`src/rtl/health_pkg.sv`:
```
// Shared types and constants for the player health controller and the
// health-bar renderer thresholds.
package health_pkg;

   localparam int unsigned HEALTH_W       = 4;
   localparam int unsigned DEF_MAX_HEALTH = 3;

   typedef enum logic [1:0] {
      ALIVE,
      IFRAME,
      DEAD
   } state_t;

   // Counter width for a count of n frame ticks, never narrower than 1 bit.
   function automatic int unsigned cnt_width(input int unsigned n);
      return (n < 2) ? 1 : $clog2(n);
   endfunction

endpackage

```
`src/rtl/frame_countdown.sv`:
```
// Loadable down-counter advanced by frame ticks; saturates at zero and
// reports it through a zero flag.
module frame_countdown
   import health_pkg::*;
#(
   parameter int unsigned WIDTH = 1
) (
   input  logic             clk,
   input  logic             rst_n,
   input  logic             clr,
   input  logic             load,
   input  logic             dec,
   input  logic [WIDTH-1:0] load_val,
   output logic             zero
);

   logic [WIDTH-1:0] cnt_q, cnt_d;

   always_comb begin
      cnt_d = cnt_q;
      if (clr) begin
         cnt_d = '0;
      end else if (load) begin
         cnt_d = load_val;
      end else if (dec && (cnt_q != '0)) begin
         cnt_d = cnt_q - WIDTH'(1);
      end
   end

   always_ff @(posedge clk or negedge rst_n) begin
      if (!rst_n) begin
         cnt_q <= '0;
      end else begin
         cnt_q <= cnt_d;
      end
   end

   assign zero = (cnt_q == '0);

endmodule

```
`src/rtl/health_controller.sv`:
```
// Player health register with damage/heal arbitration, frame-counted
// invulnerability with bar blinking, and game-over detection.
module health_controller
   import health_pkg::*;
#(
   parameter int unsigned MAX_HEALTH   = DEF_MAX_HEALTH,
   parameter int unsigned INIT_HEALTH  = 3,
   parameter int unsigned IFRAME_TICKS = 60,
   parameter int unsigned BLINK_PERIOD = 8
) (
   input  logic                clk,
   input  logic                rst,
   input  logic                frame_tick,
   input  logic                hit,
   input  logic                heal,
   input  logic                restart,
   output logic [HEALTH_W-1:0] present_health,
   output logic                invincible,
   output logic                health_visible,
   output logic                game_over,
   output logic                hit_accepted
);

   localparam int unsigned IF_W = cnt_width(IFRAME_TICKS);
   localparam int unsigned BL_W = cnt_width(BLINK_PERIOD);

   state_t              state_q, state_d;
   logic [HEALTH_W-1:0] health_q, health_d;
   logic                visible_q, visible_d;
   logic                hit_acc_q, hit_acc_d;

   logic cnt_clr;
   logic if_load, if_dec, if_zero;
   logic bl_load, bl_dec, bl_zero;

   frame_countdown #(.WIDTH(IF_W)) u_iframe_cnt (
      .clk      (clk),
      .rst_n    (rst),
      .clr      (cnt_clr),
      .load     (if_load),
      .dec      (if_dec),
      .load_val (IF_W'(IFRAME_TICKS - 1)),
      .zero     (if_zero)
   );

   frame_countdown #(.WIDTH(BL_W)) u_blink_cnt (
      .clk      (clk),
      .rst_n    (rst),
      .clr      (cnt_clr),
      .load     (bl_load),
      .dec      (bl_dec),
      .load_val (BL_W'(BLINK_PERIOD - 1)),
      .zero     (bl_zero)
   );

   always_comb begin
      state_d   = state_q;
      health_d  = health_q;
      visible_d = visible_q;
      hit_acc_d = 1'b0;
      cnt_clr   = 1'b0;
      if_load   = 1'b0;
      if_dec    = 1'b0;
      bl_load   = 1'b0;
      bl_dec    = 1'b0;

      if (restart) begin
         state_d   = ALIVE;
         health_d  = HEALTH_W'(INIT_HEALTH);
         visible_d = 1'b1;
         cnt_clr   = 1'b1;
      end else begin
         unique case (state_q)
            ALIVE: begin
               // frame_tick is deliberately not looked at here, so a tick
               // coinciding with the hit does not shorten the new window.
               if (hit && (health_q != '0)) begin
                  health_d  = health_q - HEALTH_W'(1);
                  hit_acc_d = 1'b1;
                  if (health_q == HEALTH_W'(1)) begin
                     state_d = DEAD;
                  end else begin
                     state_d   = IFRAME;
                     if_load   = 1'b1;
                     bl_load   = 1'b1;
                     visible_d = 1'b0;
                  end
               end else if (heal && (health_q < HEALTH_W'(MAX_HEALTH))) begin
                  health_d = health_q + HEALTH_W'(1);
               end
            end
            IFRAME: begin
               if (heal && (health_q < HEALTH_W'(MAX_HEALTH))) begin
                  health_d = health_q + HEALTH_W'(1);
               end
               if (frame_tick) begin
                  if (if_zero) begin
                     state_d   = ALIVE;
                     visible_d = 1'b1;
                  end else begin
                     if_dec = 1'b1;
                     if (bl_zero) begin
                        bl_load   = 1'b1;
                        visible_d = ~visible_q;
                     end else begin
                        bl_dec = 1'b1;
                     end
                  end
               end
            end
            DEAD: begin
               health_d  = '0;
               visible_d = 1'b1;
            end
            default: begin
               state_d = ALIVE;
            end
         endcase
      end
   end

   always_ff @(posedge clk or negedge rst) begin
      if (!rst) begin
         state_q   <= ALIVE;
         health_q  <= HEALTH_W'(INIT_HEALTH);
         visible_q <= 1'b1;
         hit_acc_q <= 1'b0;
      end else begin
         state_q   <= state_d;
         health_q  <= health_d;
         visible_q <= visible_d;
         hit_acc_q <= hit_acc_d;
      end
   end

   assign present_health = health_q;
   assign invincible     = (state_q == IFRAME);
   assign game_over      = (state_q == DEAD);
   assign health_visible = visible_q;
   assign hit_accepted   = hit_acc_q;

endmodule

```
`config.mk`:
```
export PLATFORM = sky130hd
export DESIGN_NAME = health_controller
export DESIGN_NICKNAME = d
export VERILOG_FILES = /design/src/rtl/health_pkg.sv /design/src/rtl/frame_countdown.sv /design/src/rtl/health_controller.sv
export SDC_FILE = /design/constraint.sdc
export NUM_CORES = 1
export LEC_CHECK = 0
export BUFFER_PORTS_ARGS = -buffer_cell sky130_fd_sc_hd__buf_2
export CORE_MARGIN = 10
export CORE_UTILIZATION = 35
export DETAILED_ROUTE_END_ITERATION = 6
export PLACE_DENSITY = 0.64
export SLEW_MARGIN = 20
export SYNTH_ARGS = -nofsm -noshare
export SYNTH_HDL_FRONTEND = slang
export SYNTH_SLANG_ARGS = --single-unit
```
`constraint.sdc`:
```
create_clock -name clk -period 3 [get_ports clk]
set_input_delay 0.3 -clock clk [delete_from_list [all_inputs] [get_ports clk]]
set_output_delay 0.3 -clock clk [all_outputs]
set_load 0.05 [all_outputs]
```
Word level (Yosys, flattened, before mapping)
Cells that the tools add are included.
{"block": "word_totals", "ff_bits": 17, "in_bits": 6, "out_inout_bits": 8, "word_cells": 81}
{"block": "classes", "add_sub_neg": 4, "magnitude_cmp": 1, "eq_ne": 9, "n_mux": 45, "bitwise_logic": 1, "reduce_logical": 15}
{"operator": "$mux W1", "n": 27}
{"operator": "$mux W6", "n": 3}
{"operator": "$mux W4", "n": 3}
{"operator": "$pmux W4 S3", "n": 1}
{"operator": "$mux W2", "n": 5}
{"operator": "$mux W3", "n": 3}
{"operator": "$ne A3 B3 Y1 const B", "n": 3}
{"operator": "$reduce_bool A3 Y1", "n": 3}
{"operator": "$reduce_bool A4 Y1", "n": 2}
{"operator": "$logic_not A6 Y1", "n": 1}
{"operator": "$pmux W2 S3", "n": 1}
{"operator": "$reduce_bool A6 Y1", "n": 1}
{"operator": "$sub A6 B1 Y6 const B", "n": 1}
{"operator": "$reduce_and A5 Y1", "n": 1}
{"operator": "$add A4 B1 Y4 const B", "n": 1}
{"operator": "$eq A4 B1 Y1 const B", "n": 1}
{"operator": "$logic_and A1 B1 Y1", "n": 4}
{"operator": "$lt A4 B2 Y1 const B", "n": 1}
{"operator": "$ne A4 B2 Y1 const B", "n": 1}
{"operator": "$reduce_and A4 Y1", "n": 1}
{"operator": "$sub A4 B1 Y4 const B", "n": 1}
{"operator": "$logic_not A3 Y1", "n": 1}
{"operator": "$ne A3 B2 Y1 const B", "n": 1}
{"operator": "$pmux W1 S3", "n": 1}
{"operator": "other kinds (7)", "n": 7}

Depth between registers and ports, before layout
{"block": "depth", "word_depth": 10, "mapped_depth": 6, "mapped_depth_nobuf": 6}

Cells and area by module
From an unflattened synthesis, not the netlist that was laid out.
{"block": "hier_totals", "cells_unflattened": 155, "area_unflattened_um2": 1343.8}
{"mod": "health_controller", "n_inst": 1, "cells_per_inst": 81, "area_each_um2": 680.7, "seq_area_each_um2": 203.9}
{"mod": "frame_countdown at u_iframe_cnt", "n_inst": 1, "cells_per_inst": 53, "area_each_um2": 462.9, "seq_area_each_um2": 150.1}
{"mod": "frame_countdown at u_blink_cnt", "n_inst": 1, "cells_per_inst": 21, "area_each_um2": 200.2, "seq_area_each_um2": 75.1}

Worst setup path after synthesis
OpenSTA, ideal clock, no wires.
{"block": "synth_path", "path_type": "register to register", "start": "reg health_q[0] (netlist: present_health[0])", "end": "reg u_iframe_cnt.cnt_q[1]", "setup_time_ns": 0.126, "arrival_ns": 2.112, "required_time_ns": 2.874, "path_slack_ns": 0.762, "path_stages_with_launch": 7, "path_buffers": 0, "synth_period_minus_slack_ns": 2.238, "cell_sequence": "dfstp_2 > inv_1 > ha_1 > or2_2 > a21oi_1 > nor3_1 > a221o_1"}
{"block": "synth_between", "elab_chain_cells": 7, "word_cells_on_any_way": 10, "classes_between": "eq/ne: 1; mux: 6; reduce/logical: 3"}
{"item": "start, declared", "line": "health_controller.sv:28", "text": "logic [HEALTH_W-1:0] health_q, health_d;"}
{"item": "start signal, assigned", "line": "health_controller.sv:125", "text": "health_q <= HEALTH_W'(INIT_HEALTH);"}
{"item": "start signal, assigned", "line": "health_controller.sv:130", "text": "health_q <= health_d;"}
{"item": "$eq A4 B1 Y1 / $reduce_bool A4 Y1 (equally long branches)", "line": "health_controller.sv:80, health_controller.sv:77"}
{"item": "$mux W1 / $logic_and A1 B1 Y1 (equally long branches)", "line": "health_controller.sv:80, health_controller.sv:77"}
{"item": "$mux W1 *", "line": "health_controller.sv:77", "text": "if (hit && (health_q != '0)) begin"}
{"item": "$mux W1 *", "line": "health_controller.sv:73", "text": "unique case (state_q)"}
{"item": "$mux W1 *", "line": "health_controller.sv:67", "text": "if (restart) begin"}
{"item": "$mux W6", "line": "frame_countdown.sv:23", "text": "end else if (load) begin"}
{"item": "$mux W6", "line": "frame_countdown.sv:21", "text": "if (clr) begin"}
{"item": "end signal, assigned", "line": "frame_countdown.sv:34", "text": "cnt_q <= cnt_d;"}
{"item": "end, declared", "line": "frame_countdown.sv:17", "text": "logic [WIDTH-1:0] cnt_q, cnt_d;"}
Every way passes the cells marked *; elsewhere a longest branch is shown, timed or not.
A chain may end at the register's enable or synchronous reset.

Worst setup path in the final report
{"block": "layout_path", "start": "reg health_q[0] (netlist: present_health[0])", "end": "reg u_iframe_cnt.cnt_q[3]"}
The elaborated chain is that of the path after synthesis.

==> flow_metrics.tcl <==
set metrics [dict create \
    remaining_drc_errors 0 \
    fmax_ghz 0.443 \
    die_w_um 80.3 \
    first_pass_iters 4 \
    cp_max_fo 9 \
    grt_max_degree 18 \
    worst_pin_slew_ps 599 \
    status "completed" \
    pin_count 14 \
    routedWlPerCell_um 15.0 \
    cts_max_level 1 \
    p_sw_uw 687 \
    rows 21 \
    antenna_found_initial 0 \
    gp_congestion 0.841 \
    dp_hpwl_um 2350 \
    cp_data_arrival_time_ps 2450 \
    ctsResizeCount 0 \
    cts_buffers 3 \
    swShare 0.496 \
    vdd_drop_max_uv 388 \
    syn_inst 140 \
    antennaDiodeCount 0 \
    syn_area_mm2 0.00127 \
    setup_tns_ps 0 \
    report.final.setup_viol 0 \
    rsz0062_at_grt "no" \
    ys_ff_latch 17 \
    core_area_mm2 0.00342 \
    cp_slowest_cell "dfstp_2" \
    end_kind "flop" \
    holdCritPathClass "in -> reg" \
    slew-limit-headroom 0.600 \
    syn_area_per_cell_um2 9.08 \
    insertion_delay_ps 300 \
    clkTransAtPathRegs_ps 100 \
    grt_pass1_vias 1095 \
    p_int_uw 697 \
    synth_cell_type_count 47 \
    clk_root_buffer_cell "clkbuf_4" \
    clockBufferDepth 2 \
    portBuffers 13 \
    clock_skew_ps 1.42 \
    drv_slew 0 \
    place_area_mm2 0.00139 \
    grt_overflow 0 \
    grt_pass1_wl_um 5280 \
    grt.total_usage 0.100 \
    yosysSeqAreaShare 0.338 \
    maxCapViolCount 0 \
    die_h_um 80.3 \
    critical_path.max_stage_delay_ps 620 \
    synth_top_cell_area_share 0.276 \
    yosys_most_used_dff "dfrtp_1" \
    fin_nets 173 \
    crit_family "compound AO/OA/AOI/OAI gates" \
    cts_sinks 17 \
    p_seq_frac 0.303 \
    drive_above_1_share 0.205 \
    fin_crit_sh 0.753 \
    yosysTopAreaCell "dfrtp_1" \
    async_flop_share 1.00 \
    critPathLaunch "present_health[0]$_DFFE_PN1N_" \
    ys.warnings.count 0 \
    fin_area_mm2 0.00142 \
    worstReg2RegStart "present_health[0]$_DFFE_PN1N_" \
    route.vias.total 1150 \
    p_comb_frac 0.604 \
    path_buf_inv 1 \
    critical_path_class "reg -> reg" \
    finalHoldViolations 0 \
    synth_edf_count 0 \
    dieArea_mm2 0.00644 \
    areaGrowthSynthToFinish_pct 11.9 \
    synth_nets 156 \
    viasPerCell 5.69 \
    start_kind "flop" \
    min_from "restart" \
    p_per_area_mw_per_mm2 973 \
    routed_wl_um 3030 \
    cts_tree "yes" \
    cp_cell_sequence "inv_1 -> ha_1 -> or2_2 -> a21oi_1 -> nor3_1 -> a221o_1" \
    p_leak_nw 0.648 \
    synth.area.top_cells "dfrtp_1 28%, ha_1 9.8%, dfstp_2 6.2%" \
    antenna_left 0 \
    drtIter0Drc 97 \
    required_ps 3190 \
    clock_power_share 0.093 \
    timing.final.crit_period_ps 2260 \
    start_util 0.372 \
]
==> state kept, by name, summed over array words and instances (netlist names) <==
signal and count:
health_visible 1, hit_accepted 1, present_health 4, state_q 2, u_blink_cnt.cnt_q 3, u_iframe_cnt.cnt_q 6
==> area by class of cell <==
class / instances / area, um2
multi-input cells: 105 / 774
clock buffers: 4 / 26.3
well taps: 46 / 57.6
flip-flops and latches: 17 / 429
inverters: 16 / 60.1
repair buffers: 14 / 75.1
fillers: 351 / 1990
==> final timing paths <==
check	to	slack [ps]	depth (start not counted)
min reg2reg	health_visible$_DFFE_PN1P_	530	1
min	u_blink_cnt.cnt_q[0]$_DFFE_PN0P_	390	2
max reg2reg	u_iframe_cnt.cnt_q[3]$_DFFE_PN0P_	740	6
max	u_iframe_cnt.cnt_q[3]$_DFFE_PN0P_	740	6
max in group asynchronous	health_visible$_DFFE_PN1P_	2210	2
min in group asynchronous	present_health[3]$_DFFE_PN0N_	460	2
==> cell usage after synthesis, types with 2 or more instances <==
cell type	instances
inv_1	16
dfrtp_1	14
nor2_1	11
ha_1	10
a31oi_1	7
nand2_1	6
a21oi_1	5
nand3_1	5
nor3_1	5
o21ai_0	5
a211oi_1	3
a221o_1	3
dfstp_2	3
a211o_1	2
a21bo_2	2
clkbuf_1	2
mux2_2	2
mux2i_1	2
nand2b_1	2
nor2b_1	2
nor3b_1	2
nor4b_2	2
o31ai_1	2
or2_2	2
or3_1	2
or4_1	2
==> power groups by stage <==
stage / clock (mW) / sequential, mW / combinational (mW)
detailed placement: 0 / 0.422 / 0.836
global route: 0.144 / 0.437 / 0.944
finish: 0.129 / 0.419 / 0.836
global placement: 0 / 0.416 / 0.817
floorplan: 0 / 0.492 / 0.581
CTS: 0.133 / 0.418 / 0.840
==> cells in the final DEF (no fill, tap or decap), types with 3 or more instances in the layout <==
cell | synthesis | routed
a31oi_1 | 7 | 7
nor2_1 | 11 | 11
buf_2 | 0 | 13
inv_1 | 16 | 16
nand3_1 | 5 | 5
o21ai_0 | 5 | 5
a211oi_1 | 3 | 3
ha_1 | 10 | 10
a21oi_1 | 5 | 5
dfstp_2 | 3 | 3
clkbuf_4 | 0 | 3
nand2_1 | 6 | 6
a221o_1 | 3 | 3
dfrtp_1 | 14 | 14
nor3_1 | 5 | 5
==> metrics by stage <==
step	std cells	hold WS, ps	util	total power, mW	setup WS, ps
final	202	388	0.416	1.38	742
after global routing	202	418	0.416	1.52	574
after CTS	202	374	0.416	1.39	769
after detailed placement	197	258	0.406	1.26	777
after global placement	197	247	0.406	1.23	844
after floorplan	140	4.41	-	1.07	762
==> routing by layer <==
layer | track usage | up-vias | part of all wire
met5 | 0 | - | 0
met4 | 0.0211 | 0 | 0.0076
met3 | 0.0345 | 4 | 0.079
met2 | 0.167 | 36 | 0.46
met1 | 0.121 | 550 | 0.45
li1 | - | 560 | -
==> cells by family after synthesis <==
kind of cell	share of synthesized area
AOI/OAI and AO/OA	0.263
xor gates and xnor gates	0.00689
adders and majority gates	0.0984
buffers and inverters	0.0532
DFF	0.338
muxes	0.0335
and+or+nand+nor	0.208
==> repair_timing <==
action / CTS / global route
hold endpoints to repair: 14 / 0
hold buffers: 1 / 0
buffers inserted: 0 / 0
Power figures use the tool's default switching activity.
